<file path="config.mk">
export PLATFORM = sky130hd
export DESIGN_NAME = bcd_countdown_timer
export DESIGN_NICKNAME = d
export VERILOG_FILES = /design/src/rtl/bcd_countdown_timer.sv
export SDC_FILE = /design/constraint.sdc
export NUM_CORES = 1
export LEC_CHECK = 0
export ABC_AREA = 1
export ABC_CLOCK_PERIOD_IN_PS = 1800
export BUFFER_PORTS_ARGS = -buffer_cell sky130_fd_sc_hd__buf_2
export CAP_MARGIN = 20
export CORE_MARGIN = 1
export CORE_UTILIZATION = 30
export DETAILED_ROUTE_END_ITERATION = 16
export PLACE_DENSITY = 0.63
export SLEW_MARGIN = 5
export SYNTH_ARGS = -nofsm -noshare
export SYNTH_HDL_FRONTEND = slang
export SYNTH_SLANG_ARGS = --single-unit
</file>
<file path="constraint.sdc">
create_clock -name clock -period 1.8 [get_ports clock]
set_clock_uncertainty 0.15 [all_clocks]
set_input_delay 0.18 -clock clock [delete_from_list [all_inputs] [get_ports clock]]
set_output_delay 0.18 -clock clock [all_outputs]
set_load 0.02 [all_outputs]
</file>
<file path="src/rtl/bcd_countdown_timer.sv">
// BCD countdown timer: loadable mm:ss counter that decrements once per
// TICK_DIV clock cycles while running, with pause/resume, cancel and an
// alarm state once the count reaches 00:00. All outputs are registered.

module bcd_countdown_timer #(
    parameter int MIN_DIGITS = 2,
    parameter int TICK_DIV   = 4
) (
    input  logic                          clock,
    input  logic                          clrn,
    input  logic [4*(MIN_DIGITS+2)-1:0]   data,
    input  logic                          loadn,
    input  logic                          start,
    input  logic                          stop,
    input  logic                          cancel,
    output logic [3:0]                    sec_ones,
    output logic [3:0]                    sec_tens,
    output logic [4*MIN_DIGITS-1:0]       mins,
    output logic                          zero,
    output logic                          running,
    output logic                          paused,
    output logic                          alarm,
    output logic                          done,
    output logic                          load_err
);

    localparam int             PW       = (TICK_DIV > 1) ? $clog2(TICK_DIV) : 1;
    localparam logic [PW-1:0]  TICK_MAX = PW'(TICK_DIV - 1);

    typedef enum logic [1:0] {
        S_IDLE   = 2'd0,
        S_RUN    = 2'd1,
        S_PAUSED = 2'd2,
        S_DONE   = 2'd3
    } state_t;

    // Current state and datapath registers.
    state_t                  r_state;
    logic [3:0]              r_ones;
    logic [3:0]              r_tens;
    logic [4*MIN_DIGITS-1:0] r_mins;
    logic [PW-1:0]           r_presc;

    // Registered outputs.
    logic r_zero;
    logic r_running;
    logic r_paused;
    logic r_alarm;
    logic r_done;
    logic r_load_err;

    // Next-state values.
    state_t                  w_state_nxt;
    logic [3:0]              w_ones_nxt;
    logic [3:0]              w_tens_nxt;
    logic [4*MIN_DIGITS-1:0] w_mins_nxt;
    logic [PW-1:0]           w_presc_nxt;
    logic                    w_load_err_nxt;

    // Next output values.
    logic w_zero_nxt;
    logic w_running_nxt;
    logic w_paused_nxt;
    logic w_alarm_nxt;
    logic w_done_nxt;

    // Helper signals.
    logic [3:0]              w_dec_ones;
    logic [3:0]              w_dec_tens;
    logic [4*MIN_DIGITS-1:0] w_dec_mins;
    logic                    w_tick;
    logic                    w_last;
    logic                    w_cur_zero;
    logic                    w_load_ok;

    assign w_tick     = (r_state == S_RUN) && (r_presc == TICK_MAX);
    assign w_cur_zero = (r_mins == '0) && (r_tens == 4'd0) && (r_ones == 4'd0);
    assign w_last     = (r_mins == '0) && (r_tens == 4'd0) && (r_ones == 4'd1);

    // Check a load value: every digit BCD, seconds tens at most 5.
    always_comb begin
        w_load_ok = (data[3:0] <= 4'd9) && (data[7:4] <= 4'd5);
        for (int i = 0; i < MIN_DIGITS; i++) begin
            if (data[8+4*i +: 4] > 4'd9) begin
                w_load_ok = 1'b0;
            end
        end
    end

    // One-second decrement with BCD borrow chain ss -> minute digits.
    always_comb begin
        logic v_borrow;
        // NOTE: blocking assignments here because this is combinational; each
        // value is fully assigned first so no latch can be inferred.
        w_dec_ones = r_ones;
        w_dec_tens = r_tens;
        w_dec_mins = r_mins;
        v_borrow   = 1'b1;
        if (r_ones == 4'd0) begin
            w_dec_ones = 4'd9;
        end else begin
            w_dec_ones = r_ones - 4'd1;
            v_borrow   = 1'b0;
        end
        if (v_borrow) begin
            if (r_tens == 4'd0) begin
                w_dec_tens = 4'd5;
            end else begin
                w_dec_tens = r_tens - 4'd1;
                v_borrow   = 1'b0;
            end
        end
        for (int i = 0; i < MIN_DIGITS; i++) begin
            if (v_borrow) begin
                if (r_mins[4*i +: 4] == 4'd0) begin
                    w_dec_mins[4*i +: 4] = 4'd9;
                end else begin
                    w_dec_mins[4*i +: 4] = r_mins[4*i +: 4] - 4'd1;
                    v_borrow             = 1'b0;
                end
            end
        end
    end

    // Next-state and datapath: cancel > load > stop > start; ticks run underneath.
    always_comb begin
        w_state_nxt    = r_state;
        w_ones_nxt     = r_ones;
        w_tens_nxt     = r_tens;
        w_mins_nxt     = r_mins;
        w_presc_nxt    = r_presc;
        w_load_err_nxt = 1'b0;

        if (cancel) begin
            w_state_nxt = S_IDLE;
            w_ones_nxt  = 4'd0;
            w_tens_nxt  = 4'd0;
            w_mins_nxt  = '0;
            w_presc_nxt = '0;
        end else begin
            // Free-running countdown while in RUN; the 1 s -> 0 s tick raises the alarm.
            if (r_state == S_RUN) begin
                if (w_tick) begin
                    w_ones_nxt  = w_dec_ones;
                    w_tens_nxt  = w_dec_tens;
                    w_mins_nxt  = w_dec_mins;
                    w_presc_nxt = '0;
                    if (w_last) begin
                        w_state_nxt = S_DONE;
                    end
                end else begin
                    w_presc_nxt = r_presc + PW'(1);
                end
            end

            if (!loadn) begin
                // A load request owns this cycle; it is silently ignored in RUN.
                if (r_state != S_RUN) begin
                    if (w_load_ok) begin
                        w_ones_nxt = data[3:0];
                        w_tens_nxt = data[7:4];
                        w_mins_nxt = data[4*(MIN_DIGITS+2)-1:8];
                        if (r_state == S_DONE) begin
                            w_state_nxt = S_IDLE;
                        end
                    end else begin
                        w_load_err_nxt = 1'b1;
                    end
                end
            end else if (stop) begin
                if (r_state == S_RUN) begin
                    // Freeze the prescaler mid-second so resume keeps the phase.
                    if (!w_tick) begin
                        w_presc_nxt = r_presc;
                    end
                    if (!(w_tick && w_last)) begin
                        w_state_nxt = S_PAUSED;
                    end
                end
            end else if (start) begin
                if (r_state == S_IDLE && !w_cur_zero) begin
                    w_state_nxt = S_RUN;
                    w_presc_nxt = '0;
                end else if (r_state == S_PAUSED && !w_cur_zero) begin
                    w_state_nxt = S_RUN;
                end
            end
        end
    end

    // Output decode from the next state so every output comes from a flop.
    always_comb begin
        w_zero_nxt    = (w_mins_nxt == '0) && (w_tens_nxt == 4'd0) && (w_ones_nxt == 4'd0);
        w_running_nxt = (w_state_nxt == S_RUN);
        w_paused_nxt  = (w_state_nxt == S_PAUSED);
        w_alarm_nxt   = (w_state_nxt == S_DONE);
        w_done_nxt    = (w_state_nxt == S_DONE) && (r_state != S_DONE);
    end

    // State, datapath and output registers with asynchronous clear.
    always_ff @(posedge clock or negedge clrn) begin
        // NOTE: non-blocking assignments in clocked logic so every flop samples
        // the pre-edge values regardless of statement order.
        if (!clrn) begin
            r_state    <= S_IDLE;
            r_ones     <= 4'd0;
            r_tens     <= 4'd0;
            r_mins     <= '0;
            r_presc    <= '0;
            r_zero     <= 1'b1;
            r_running  <= 1'b0;
            r_paused   <= 1'b0;
            r_alarm    <= 1'b0;
            r_done     <= 1'b0;
            r_load_err <= 1'b0;
        end else begin
            r_state    <= w_state_nxt;
            r_ones     <= w_ones_nxt;
            r_tens     <= w_tens_nxt;
            r_mins     <= w_mins_nxt;
            r_presc    <= w_presc_nxt;
            r_zero     <= w_zero_nxt;
            r_running  <= w_running_nxt;
            r_paused   <= w_paused_nxt;
            r_alarm    <= w_alarm_nxt;
            r_done     <= w_done_nxt;
            r_load_err <= w_load_err_nxt;
        end
    end

    assign sec_ones = r_ones;
    assign sec_tens = r_tens;
    assign mins     = r_mins;
    assign zero     = r_zero;
    assign running  = r_running;
    assign paused   = r_paused;
    assign alarm    = r_alarm;
    assign done     = r_done;
    assign load_err = r_load_err;

endmodule

</file>
# ---- Yosys cells after proc, flatten, opt, wreduce, memory -nomap -nowiden
# Cells that the tools add are included.
dict set report word_totals {
  regBits 26
  inputBits 22
}
dict set report op_classes {
  addsub 5
  order_cmp 4
  n_eq_ne 11
  muxes 59
  reduce_logical 21
}
# cell count
set ops {}
lappend ops {{two-way mux 4 bit} 19}
lappend ops {{two-way mux 8 bit} 6}
lappend ops {{two-way mux 2 bit} 23}
lappend ops {{logical NOT 4 bit} 6}
lappend ops {{logical NOT 8 bit} 2}
lappend ops {{subtractor 4 x 1 -> 4 bit (second input constant)} 4}
lappend ops {{logical AND 1 bit} 11}
lappend ops {{two-way mux 1 bit} 11}
lappend ops {{equality test 2 bit (second input constant)} 5}
lappend ops {{greater-than comparator 4 bit (second input constant)} 2}
lappend ops {{inequality test 5 bit (second input constant)} 1}
lappend ops {{equality test 2 x 1 -> 1 bit (second input constant)} 2}
lappend ops {{equality test 4 x 1 -> 1 bit (second input constant)} 1}
lappend ops {{<= comparator 4 x 3 -> 1 bit (second input constant)} 1}
lappend ops {{<= comparator 4 bit (second input constant)} 1}
lappend ops {{adder 2 x 1 -> 2 bit (second input constant)} 1}
lappend ops {{logical NOT 2 bit} 1}
lappend ops {{inequality test 2 x 1 -> 1 bit (second input constant)} 1}
lappend ops {{inequality test 2 bit (second input constant)} 1}
lappend ops {{logical NOT 1 bit} 1}

# ---- Logic depth before layout (Yosys ltp)
dict set report depth {
  word_depth 14
  ltp_mapped 14
  ltp_nobuf 14
}

# ---- Worst setup path after synthesis
# OpenSTA, ideal clock, no wires.
dict set report synth_path {
  path_kind {reg-to-reg}
  startpoint {register r_tens[0] (netlist: sec_tens[0])}
  endpoint {register r_running (netlist: running)}
  setup_ns 0.121
  arrival_time_ns 1.616
  required_ns 1.529
  slack_ns -0.087
  path_stages_with_launch 12
  path_buffers 0
  synth_period_minus_slack_ns 1.887
  path_cell_list {dfrtp_1 -> inv_1 -> ha_1 -> nand3_2 -> nor2_2 -> nand4_1 -> nand2_1 -> o21ai_0 -> a21oi_1 -> nand2_1 -> inv_2 -> nor2_1}
}
dict set report synth_via {
  elab_chain_cells 13
  elab_cells_between_ends 23
  cone_classes {eq/ne (1); mux (14); reduce/logical (8)}
}
# element line
set synth_rtl {}
lappend synth_rtl {{start: declaration} 40} ;# logic [3:0] r_tens;
lappend synth_rtl {{start signal: assignment} 219} ;# r_tens <= w_tens_nxt;
lappend synth_rtl {{logical NOT 4 bit *} {77, 78}}
lappend synth_rtl {{logical AND 1 bit *} {77, 78}}
lappend synth_rtl {{logical AND 1 bit} 78} ;# assign w_last = (r_mins == '0) && (r_tens == 4'd0) && (r_ones == 4'd1);
lappend synth_rtl {{two-way mux 2 bit} 148} ;# if (w_last) begin
lappend synth_rtl {{two-way mux 2 bit} 143} ;# if (w_tick) begin
lappend synth_rtl {{two-way mux 2 bit} 142} ;# if (r_state == S_RUN) begin
lappend synth_rtl {{two-way mux 2 bit} 184} ;# end else if (r_state == S_PAUSED && !w_cur_zero) begin
lappend synth_rtl {{two-way mux 2 bit} 181} ;# if (r_state == S_IDLE && !w_cur_zero) begin
lappend synth_rtl {{two-way mux 2 bit} 180} ;# end else if (start) begin
lappend synth_rtl {{two-way mux 2 bit} 170} ;# end else if (stop) begin
lappend synth_rtl {{two-way mux 2 bit *} 156} ;# if (!loadn) begin
lappend synth_rtl {{two-way mux 2 bit *} 134} ;# if (cancel) begin
lappend synth_rtl {{named net w_state_nxt[1]} 53} ;# state_t w_state_nxt;
lappend synth_rtl {{equality test 2 x 1 -> 1 bit *} 194} ;# w_running_nxt = (w_state_nxt == S_RUN);
lappend synth_rtl {{named net w_running_nxt} 62} ;# logic w_running_nxt;
lappend synth_rtl {{end signal: assignment} 223} ;# r_running <= w_running_nxt;
lappend synth_rtl {{end: declaration} 46} ;# logic r_running;
# The timed path passes the listed nets; every way through them passes the cells marked *.
# A chain may end at the register's enable or synchronous reset.

# ---- Worst setup path after layout
dict set report layout_path {
  startpoint {register r_ones[0] (netlist: sec_ones[0])}
  endpoint {register r_zero (netlist: zero)}
}
dict set report layout_via {
  elab_chain_cells 14
  elab_cells_between_ends 32
  cone_classes {add/sub (1); mux (25); reduce/logical (6)}
}
# element line
set layout_rtl {}
lappend layout_rtl {{start: declaration} 39} ;# logic [3:0] r_ones;
lappend layout_rtl {{start signal: assignment} 218} ;# r_ones <= w_ones_nxt;
lappend layout_rtl {{logical NOT 4 bit} 99} ;# if (r_ones == 4'd0) begin
lappend layout_rtl {{two-way mux 1 bit} 99}
lappend layout_rtl {{two-way mux 1 bit} 105} ;# if (v_borrow) begin
lappend layout_rtl {{two-way mux 1 bit} 114} ;# if (v_borrow) begin
lappend layout_rtl {{two-way mux 4 bit} 114}
lappend layout_rtl {{two-way mux 8 bit} 143}
lappend layout_rtl {{two-way mux 8 bit} 142}
lappend layout_rtl {{two-way mux 8 bit} 159} ;# if (w_load_ok) begin
lappend layout_rtl {{two-way mux 8 bit} 158} ;# if (r_state != S_RUN) begin
lappend layout_rtl {{two-way mux 8 bit} 156}
lappend layout_rtl {{two-way mux 8 bit} 134}
lappend layout_rtl {{logical NOT 8 bit} 193} ;# w_zero_nxt = (w_mins_nxt == '0) && (w_tens_nxt == 4'd0) && (w_ones_nxt == 4'd0);
lappend layout_rtl {{logical AND 1 bit} 193}
lappend layout_rtl {{logical AND 1 bit *} 193}
lappend layout_rtl {{named net w_zero_nxt} 61} ;# logic w_zero_nxt;
lappend layout_rtl {{end signal: assignment} 222} ;# r_zero <= w_zero_nxt;
lappend layout_rtl {{end: declaration} 45} ;# logic r_zero;
# Marked as above.

==> flow_metrics.tcl <==
set metrics [dict create \
    vdd_drop_max_mv 0.321 \
    setup_violations 13 \
    dp_hpwl_um 4770 \
    cellPowerDensity_nw_per_um2 506 \
    wl_met3_um 408 \
    finalHoldViolCount 0 \
    synth-seq-area-share 0.335 \
    cts_root_buf "clkbuf_8" \
    slew_viol_final 0 \
    highest_layer "met4" \
    slew_headroom 0.582 \
    synth.distinct_cells 34 \
    worstRegToRegCells 13 \
    synthFlopType "dfrtp_1" \
    design.core.area_sq_um 6100 \
    die_y_um 82.5 \
    grt_use_total 0.195 \
    min_from "stop" \
    viasPerCell 4.82 \
    avgSynthCellArea_sq_um 6.77 \
    reg2reg_from "sec_ones[0]$_DFF_PN0_" \
    grt-ovfl-total 0 \
    synth_top_cell_area_share 0.322 \
    reg2reg_slack_ns -0.18 \
    timing.final.crit_period_ns 1.98 \
    fillers 592 \
    route.vias.total 2323 \
    worst_slack_ns -0.182 \
    gp_congestion 0.897 \
    yosys_warnings 0 \
    clk_pin_slew_worst_paths_ns 0.10 \
    ff_latch_area_sq_um 659 \
    ant_nets 0 \
    synth_area_leaders "dfrtp_1 32%, nand2_1 11%, inv_1 10%" \
    p_leak_nw 1.79 \
    wl_met1_um 2660 \
    port_buffers 43 \
    failed_checks "negative setup slack" \
    dieWidth_um 82.5 \
    layout.nets 437 \
    grt_pass1_wl_um 9940 \
    crit_type "reg2reg" \
    status "complete, but fails checks" \
    routedWlPerCell_um 13.3 \
    syn_nets 316 \
    cts.htree.levels 1 \
    multi_input_area_sq_um 1240 \
    start_kind "flop" \
    max_freq_ghz 0.505 \
    rows 28 \
    synth_area_sq_um 1940 \
    n_antenna_cell 0 \
    antenna_found_initial 0 \
    holdPathEnd "r_state[1]$_DFF_PN0_" \
    synth-edff-count 0 \
    arrival_ns 2.05 \
    timing.rr.end "zero$_DFF_PN1_" \
    crit_required_ns 1.87 \
    dr_wl_met2_um 3290 \
    boundaryPins 44 \
    crit_path_end_kind "flop" \
    worstSkewPairLatency_ns 0.28 \
    drt-initial-drc-count 189 \
    critical_path_peak_fanout 6 \
    start_util 0.319 \
    pre_cts_ws_ns -0.202 \
    clock_sinks 26 \
    async_flop_share 1.00 \
    synth-seq-cells 26 \
    drcViolationCount 0 \
    drive_gt1_frac 0.486 \
    numCtsBuffers 3 \
    routed_wl_um 6410 \
    hold_path_depth 4 \
    first_global_vias 2171 \
    synth_most_common_cell "nand2_1" \
    dieArea_sq_um 6800 \
    tightest_slew_ns 0.627 \
    clk_path_buf_depth 2 \
    grt_max_degree 27 \
    synth_top_cell_by_area "dfrtp_1" \
    holdCritPathClass "in2reg" \
    cts_tree "done" \
    area_delta_synth_final_pct 63.2 \
    fin_crit_sh 1.10 \
    rsz0062_at_grt "yes" \
    max-cap-violations 0 \
    netlist_instances 287 \
    synthTopCellsByCount "55 x nand2_1, 54 x inv_1, 31 x nand3_1, 31 x nor2_1, 25 x dfrtp_1" \
    firstDrtPassIters 5 \
    fin_util 0.520 \
]
logic make-up (layout without fill, tap and decap cells):
family	after synthesis	in the layout	synth area share
AOI/OAI and AO/OA	37	37	0.103
and+or+nand+nor	151	152	0.375
DFF	26	26	0.335
buffers and inverters	66	185	0.141
adders and majority gates	7	7	0.0451
routing by layer:
layer | vias to the layer above | track usage
li1 | 1167 | -
met1 | 1072 | 0.251
met2 | 78 | 0.348
met3 | 6 | 0.0242
met4 | 0 | 0.0386
met5 | - | 0
critical path, stage by stage, from the launching register on:
cell and delay [ns]:
dfrtp_2 0.43, inv_2 0.08, ha_4 0.16, nand2_8 0.05, buf_12 0.13, nor2_8 0.19, nand2_4 0.10, o21ai_2 0.11
nand2_1 0.08, nand3_2 0.08, nand2_1 0.08, nor2_1 0.09, nand3_1 0.08, nor2_1 0.10
cell usage in the layout, fill, tap and decap left out, drive strengths merged:
master,n
a21o,1
a21oi,10
buf,120
clkbuf,4
clkinvlp,1
dfrtp,25
dfstp,1
dlygate4sd3,3
ha,7
inv,57
nand2,58
nand3,34
nand3b,1
nand4,14
nor2,37
nor3,5
nor3b,1
nor4,1
o211ai,2
o21a,1
o21ai,22
o22ai,1
or2,1
per-stage QoR:
step                area [sq um]  setup TNS (ns)  total power, mW  cells  hold slack, ns
global route                3170           -2.39             1.68    482           0.145
finish                      3170          -0.891             1.61    482           0.117
detailed placement          2780          -0.988             1.11    466          0.0919
CTS                         3040          -0.699             1.58    482           0.102
global placement            2780          -0.790             1.11    466          0.0813
floorplan                   2000         -0.0276            0.899    287          -0.266
final cells by class:
type	count	area share
tap	75	0.0296
sequential	26	0.208
clock buffer	4	0.0174
inverter	58	0.0698
timing repair buffer	123	0.283
multi-input combinational	196	0.392
registers in the layout (all words and copies together), names as in the netlist:
signal / count
done: 1
load_err: 1
r_state: 2
sec_tens: 4
mins: 8
r_presc: 2
zero: 1
paused: 1
alarm: 1
running: 1
sec_ones: 4
how the worst max path moves through the flow:
stage	start	to	slack, ns	depth (start not counted)
after floorplan	mins[0]$_DFF_PN0_	running$_DFF_PN0_	-0.03	11
after global placement	mins[1]$_DFF_PN0_	running$_DFF_PN0_	-0.18	11
after detailed placement	sec_ones[1]$_DFF_PN0_	done$_DFF_PN0_	-0.20	10
after CTS	sec_ones[1]$_DFF_PN0_	running$_DFF_PN0_	-0.13	12
after global routing	sec_ones[0]$_DFF_PN0_	zero$_DFF_PN1_	-0.29	13
final	sec_ones[0]$_DFF_PN0_	zero$_DFF_PN1_	-0.18	13
power by group:
part / total, mW / switching [mW] / internal [mW]
Sequential: 0.638 / 0.0212 / 0.617
Clock: 0.398 / 0.202 / 0.196
Combinational: 0.570 / 0.321 / 0.249
what timing repair did:
item | CTS | global route
gates cloned | 1 | 0
setup buffers | 8 | 2
pin swaps | 16 | 26
setup endpoints to repair | 9 | 21
resized for setup | 20 | 44
hold endpoints to repair | 26 | 0
hold buffers | 3 | 0
Note: power is estimated with default switching activity, not from simulation.
